### src/rtl/alu_multicycle.sv
// alu_multicycle: single-cycle add/sub/logic, iterative shift and unsigned multiply
// behind a start/ready/done handshake. Results and carry are held in registers.
module alu_multicycle #(
  parameter int unsigned WIDTH   = 16,
  parameter int unsigned SHAMT_W = $clog2(WIDTH)
) (
  input  logic             clk,
  input  logic             reset,
  input  logic             start,
  input  logic [2:0]       opcode,
  input  logic [1:0]       opcode_modifier,
  input  logic [WIDTH-1:0] a,
  input  logic [WIDTH-1:0] b,
  output logic             ready,
  output logic             done,
  output logic [WIDTH-1:0] d,
  output logic [WIDTH-1:0] d_high,
  output logic             carry,
  output logic             a_is_zero
);

  // Counter must hold WIDTH (multiply iterations), one bit more than a shift amount.
  localparam int unsigned CNT_W  = SHAMT_W + 1;
  localparam int unsigned ADD_W  = WIDTH + 1;
  localparam int unsigned PROD_W = 2 * WIDTH;

  localparam logic [2:0] OP_ADD   = 3'd0;
  localparam logic [2:0] OP_SHIFT = 3'd1;
  localparam logic [2:0] OP_AND   = 3'd2;
  localparam logic [2:0] OP_OR    = 3'd3;
  localparam logic [2:0] OP_XOR   = 3'd4;
  localparam logic [2:0] OP_MUL   = 3'd5;

  typedef enum logic [1:0] {
    S_IDLE  = 2'd0,
    S_SHIFT = 2'd1,
    S_MUL   = 2'd2
  } state_t;

  state_t r_state;
  state_t w_state_next;

  logic               w_ready;
  logic               w_accept;
  logic               w_shift_step;
  logic               w_mul_step;
  logic               w_last;
  logic [SHAMT_W-1:0] w_shamt;

  logic [WIDTH-1:0]   w_b_eff;
  logic               w_cin;
  logic [ADD_W-1:0]   w_add;

  logic [WIDTH-1:0]   w_sh_next;
  logic               w_sh_out;
  logic [ADD_W-1:0]   w_mul_sum;
  logic [PROD_W-1:0]  w_prod_next;

  logic               r_done;
  logic [WIDTH-1:0]   r_d;
  logic [WIDTH-1:0]   r_dh;
  logic               r_carry;
  logic [1:0]         r_mod;
  logic [WIDTH-1:0]   r_sh;
  logic [WIDTH-1:0]   r_mc;
  logic [PROD_W-1:0]  r_prod;
  logic [CNT_W-1:0]   r_cnt;

  assign w_shamt = b[SHAMT_W-1:0];
  assign w_last  = (r_cnt == CNT_W'(1));

  // State register; reset aborts any operation in flight.
  always_ff @(posedge clk) begin
    if (reset) begin
      r_state <= S_IDLE;
    end else begin
      r_state <= w_state_next;
    end
  end

  // Next-state: only non-zero shifts and multiplies leave IDLE.
  always_comb begin
    w_state_next = r_state;
    case (r_state)
      S_IDLE: begin
        if (start) begin
          if ((opcode == OP_SHIFT) && (w_shamt != '0)) begin
            w_state_next = S_SHIFT;
          end else if (opcode == OP_MUL) begin
            w_state_next = S_MUL;
          end
        end
      end
      S_SHIFT, S_MUL: begin
        if (w_last) begin
          w_state_next = S_IDLE;
        end
      end
      default: w_state_next = S_IDLE;
    endcase
  end

  // State decode: handshake and per-cycle datapath enables.
  always_comb begin
    w_ready      = 1'b0;
    w_shift_step = 1'b0;
    w_mul_step   = 1'b0;
    case (r_state)
      S_IDLE:  w_ready      = 1'b1;
      S_SHIFT: w_shift_step = 1'b1;
      S_MUL:   w_mul_step   = 1'b1;
      default: w_ready      = 1'b0;
    endcase
    w_accept = w_ready & start;
  end

  // Adder: subtract inverts B; carry-chaining uses the carry present at accept.
  always_comb begin
    w_b_eff = opcode_modifier[0] ? ~b : b;
    w_cin   = opcode_modifier[1] ? r_carry : opcode_modifier[0];
    w_add   = {1'b0, a} + {1'b0, w_b_eff} + ADD_W'(w_cin);
  end

  // One-bit shift step; the bit leaving the word becomes the candidate carry.
  always_comb begin
    if (r_mod[0]) begin
      w_sh_next = {r_sh[WIDTH-2:0], 1'b0};
      w_sh_out  = r_sh[WIDTH-1];
    end else begin
      w_sh_next = {r_mod[1] & r_sh[WIDTH-1], r_sh[WIDTH-1:1]};
      w_sh_out  = r_sh[0];
    end
  end

  // Shift-add multiply step: conditionally add multiplicand to the high half, then shift right.
  always_comb begin
    w_mul_sum   = {1'b0, r_prod[PROD_W-1:WIDTH]} +
                  (r_prod[0] ? {1'b0, r_mc} : ADD_W'(0));
    w_prod_next = {w_mul_sum, r_prod[WIDTH-1:1]};
  end

  // Datapath: results and carry change only on the edge that raises done.
  always_ff @(posedge clk) begin
    if (reset) begin
      r_done  <= 1'b0;
      r_d     <= '0;
      r_dh    <= '0;
      r_carry <= 1'b0;
      r_mod   <= '0;
      r_sh    <= '0;
      r_mc    <= '0;
      r_prod  <= '0;
      r_cnt   <= '0;
    end else begin
      r_done <= 1'b0;
      if (w_accept) begin
        r_mod  <= opcode_modifier;
        r_sh   <= a;
        r_mc   <= a;
        r_prod <= {{WIDTH{1'b0}}, b};
        r_cnt  <= (opcode == OP_MUL) ? CNT_W'(WIDTH) : CNT_W'(w_shamt);
        case (opcode)
          OP_ADD: begin
            {r_carry, r_d} <= w_add;
            r_dh           <= '0;
            r_done         <= 1'b1;
          end
          OP_AND: begin
            r_d    <= a & b;
            r_dh   <= '0;
            r_done <= 1'b1;
          end
          OP_OR: begin
            r_d    <= a | b;
            r_dh   <= '0;
            r_done <= 1'b1;
          end
          OP_XOR: begin
            r_d    <= a ^ b;
            r_dh   <= '0;
            r_done <= 1'b1;
          end
          OP_SHIFT: begin
            if (w_shamt == '0) begin
              r_d    <= a;
              r_dh   <= '0;
              r_done <= 1'b1;
            end
          end
          OP_MUL: begin
            r_done <= 1'b0;
          end
          default: begin
            r_done <= 1'b1;
          end
        endcase
      end
      if (w_shift_step) begin
        r_sh  <= w_sh_next;
        r_cnt <= r_cnt - CNT_W'(1);
        if (w_last) begin
          r_d     <= w_sh_next;
          r_dh    <= '0;
          r_carry <= w_sh_out;
          r_done  <= 1'b1;
        end
      end
      if (w_mul_step) begin
        r_prod <= w_prod_next;
        r_cnt  <= r_cnt - CNT_W'(1);
        if (w_last) begin
          r_d     <= w_prod_next[WIDTH-1:0];
          r_dh    <= w_prod_next[PROD_W-1:WIDTH];
          r_carry <= |w_prod_next[PROD_W-1:WIDTH];
          r_done  <= 1'b1;
        end
      end
    end
  end

  assign ready     = w_ready;
  assign done      = r_done;
  assign d         = r_d;
  assign d_high    = r_dh;
  assign carry     = r_carry;
  assign a_is_zero = (a == '0);

endmodule

### config.mk
export PLATFORM = sky130hd
export DESIGN_NAME = alu_multicycle
export DESIGN_NICKNAME = d
export VERILOG_FILES = /design/src/rtl/alu_multicycle.sv
export SDC_FILE = /design/constraint.sdc
export NUM_CORES = 1
export LEC_CHECK = 0
export ABC_AREA = 1
export BUFFER_PORTS_ARGS = -buffer_cell sky130_fd_sc_hd__buf_2
export CAP_MARGIN = 20
export CORE_MARGIN = 10
export CORE_UTILIZATION = 55
export CTS_CLUSTER_DIAMETER = 200
export DETAILED_ROUTE_END_ITERATION = 7
export PLACE_DENSITY = 0.87
export SLEW_MARGIN = 40
export SYNTH_ARGS = -nofsm -noshare
export SYNTH_HDL_FRONTEND = slang
export SYNTH_SLANG_ARGS = --single-unit
### constraint.sdc
create_clock -name clk -period 2.95 [get_ports clk]
set_clock_uncertainty 0.05 [all_clocks]
set_input_delay 0.59 -clock clk [delete_from_list [all_inputs] [get_ports clk]]
set_output_delay 0.59 -clock clk [all_outputs]
set_load 0.02 [all_outputs]
==> impl_metrics.env <==
export IMPL_finalCritPeriodShare_pct=94.0
export IMPL_cts_tree="done"
export IMPL_cts_buffer_depth=2
export IMPL_grt_pass1_vias=8277
export IMPL_synth_area_leaders="dfxtp_1 (26%), nand2_1 (19%), ha_1 (10%)"
export IMPL_core_um2=14700
export IMPL_fp_dieW_um=143
export IMPL_pin_count=76
export IMPL_syn_cell_area_um2=8320
export IMPL_critPathTopFamily="simple AND/OR/NAND/NOR gates"
export IMPL_insertion_delay_ns=0.36
export IMPL_syn_to_final_growth_pct=9.61
export IMPL_yosys_top_cells_count="nand2_1 (411), inv_1 (180), a21oi_1 (132)"
export IMPL_yosysMostFrequentCell="nand2_1"
export IMPL_fin_tns_setup_ns=0
export IMPL_multiInputGateArea_um2=5210
export IMPL_path_buf_inv=1
export IMPL_maxSlewHeadroom_pct=57.7
export IMPL_peakVddDrop_v=0.000404
export IMPL_cts_sink_count=107
export IMPL_required_ns=3.19
export IMPL_fp_dieH_um=143
export IMPL_cp_arrival_ns=3.01
export IMPL_placed_cells=1544
export IMPL_holdWs_ns=0.417
export IMPL_rsz0062_at_grt="false"
export IMPL_dr_pass1_iters=7
export IMPL_p_leak_nw=4.72
export IMPL_synth_edf_count=0
export IMPL_worstPathCellList="buf_2, mux2_2, fa_2, fa_2, nand3_1, nand3_2, nand2_1, nand2_1, nand2_1, nand2_1, nand2_1, nand3_1, nand2_1, nand2_1, nand2_1, nand2_1, a21oi_1"
export IMPL_setup_ws_ns=0.178
export IMPL_path_class="input port to flip-flop"
export IMPL_ys_seq_area_share_pct=25.7
export IMPL_yosysWarnings=0
export IMPL_antenna_cells=0
export IMPL_ant_nets=0
export IMPL_num_rows=44
export IMPL_root_buffer="clkbuf_16"
export IMPL_wl_per_cell_um=16.4
export IMPL_slowest_stage="fa_2"
export IMPL_finalCoreUtilization_pct=62.0
export IMPL_register_area_um2=2140
export IMPL_via_per_inst=5.77
export IMPL_power_density_nw_per_um2=443
export IMPL_nNetsFinal=1482
export IMPL_grt_pass1_wl_um=40800
export IMPL_wl_um=25600
export IMPL_synth_ff_type="dfxtp_1"
export IMPL_cts_made_buffers=9
export IMPL_fillers=1343
export IMPL_clkTransAtPathRegs_ns=0.08
export IMPL_setup_worst_path_start="opcode_modifier[1]"
export IMPL_grt_antenna_before_repair=0
export IMPL_max_slew_worst_pin_slew_ns=0.634
export IMPL_grt_max_degree=77
export IMPL_fmax_mhz=361
export IMPL_timing_rr_start="carry"
export IMPL_crit_path_frequent_cell="nand2_1"
export IMPL_place_ws_ns=-0.313
export IMPL_drive_above_1_share_pct=11.6
export IMPL_synth_area_leader_cell="dfxtp_1"
export IMPL_yosysTopAreaCellShare_pct=25.7
export IMPL_hold_buffers=0
export IMPL_hold_violations=0
export IMPL_syn_inst=1318
export IMPL_syn_avg_cell_area_um2=6.31
export IMPL_post_route_min_period_ns=2.77
export IMPL_ys_types=53
export IMPL_grt_overflow=0
export IMPL_synth_nets=1429
export IMPL_setup_violations=0
export IMPL_slowest_delay_ns=0.40
export IMPL_start_util_pct=56.6
export IMPL_slew_violations=0
export IMPL_worst_setup_path_end_kind="flip-flop"
export IMPL_hp_start="r_mc[10]"
export IMPL_grt_usage_pct=24.4
export IMPL_stdcell_count=1560
export IMPL_ctsHtreeMaxLevel=3
export IMPL_drv_cap=0
export IMPL_outcome="finished, final reports clean"
export IMPL_numPortBuffers=75
export IMPL_vias=8994
export IMPL_drc=0
export IMPL_ys_async_sr_fraction_pct=0
export IMPL_synth_seq_cells=107
export IMPL_routabilityCongestion=1.00
export IMPL_dpl_hpwl_um=19200
export IMPL_cp_max_fo=5
export IMPL_start_kind="input port"
export IMPL_drtIter0Drc=1136
export IMPL_hold_path_class="flip-flop to flip-flop"
export IMPL_die_area_um2=20400
where the power goes:
| group | internal [W] | leakage [nW] | total (W) | switching, W |
|---|---|---|---|---|
| registers | 0.00156 | 0.875 | 0.00164 | 0.0000767 |
| logic | 0.000398 | 3.71 | 0.00121 | 0.000816 |
| clock network | 0.000588 | 0.138 | 0.00119 | 0.000600 |
timing repair:
item                                    in CTS  in global routing
endpoints found under the setup margin       0                 15
setup buffers                                0                  0
resized for setup                            0                  4
sequential cells by signal, summed over array words and instances (netlist names):
signal and cells:
r_prod 32, d 16, d_high 16, r_mc 16, r_sh 16, r_cnt 5
r_mod 2, r_state 2, carry 1, done 1
metal layers:
| layer | track usage (%) | vias to the layer above | share of wire [%] |
|---|---|---|---|
| met5 | 0 | - | 0 |
| met4 | 10.5 | 0 | 4.2 |
| met3 | 3.68 | 90 | 9.6 |
| met2 | 39.0 | 506 | 45 |
| met1 | 32.0 | 4036 | 41 |
| li1 | - | 4362 | - |
kinds of logic (layout without fill, tap and decap cells):
kind of cell	after synthesis	after routing	share of synthesized area, %
DFF	107	107	25.7
AOI/OAI and AO/OA	276	276	18.6
muxes	3	3	0.376
adders and majority gates	71	71	10.9
and+or+nand+nor	600	600	30.5
xor gates and xnor gates	20	20	2.11
buffers and inverters	241	299	11.7
through the flow:
step | total power [W] | cell area, µm²
after global placement | 0.00280 | 8820
after detailed placement | 0.00283 | 8820
after CTS | 0.00400 | 9110
after floorplan | 0.00250 | 8320
final | 0.00404 | 9120
after global routing | 0.00424 | 9120
cell usage in the layout, fill, tap and decap left out, drive strengths merged, types with 2 or more instances in the layout:
cell type and count:
nand2 419, inv 189, a21oi 139, dfxtp 107
o21ai 95, buf 95, nand3 72, nor2 69
ha 68, xor2 17, nand4 12, nor3 11
o22ai 10, clkbuf 9, o211ai 9, a31oi 8
nand3b 8, or2 6, a211oi 6, clkinv 5
xnor2 3, a221oi 3, fa 3, mux2i 2
a32oi 2
worst register-to-register path, cell delays in order (launching register included):
cell     delay, ns
dfxtp_1       0.34
mux2_2        0.29
fa_2          0.38
fa_2          0.40
nand3_1       0.10
nand3_2       0.14
nand2_1       0.09
nand2_1       0.11
nand2_1       0.12
nand2_1       0.07
nand2_1       0.08
nand3_1       0.07
nand2_1       0.07
nand2_1       0.04
nand2_1       0.07
nand2_1       0.05
a21oi_1       0.11
worst paths after layout:
kind | slack [ns] | cells after the start | to
worst min-delay path | 0.42 | 2 | r_mc[10]
worst max register to register | 0.30 | 16 | d[14]
worst min register to register | 0.42 | 2 | r_mc[10]
worst max-delay path | 0.18 | 17 | d[14]
area by class of cell:
| class | instances | share of cell area [%] |
|---|---|---|
| multi-input combinational | 970 | 57.1 |
| sequential | 107 | 23.5 |
| inverter | 188 | 7.79 |
| timing repair buffer | 95 | 5.94 |
| tap | 184 | 2.52 |
| clock buffer | 9 | 2.47 |
| clock inverter | 7 | 0.645 |
(Power assumes the default switching activity.)
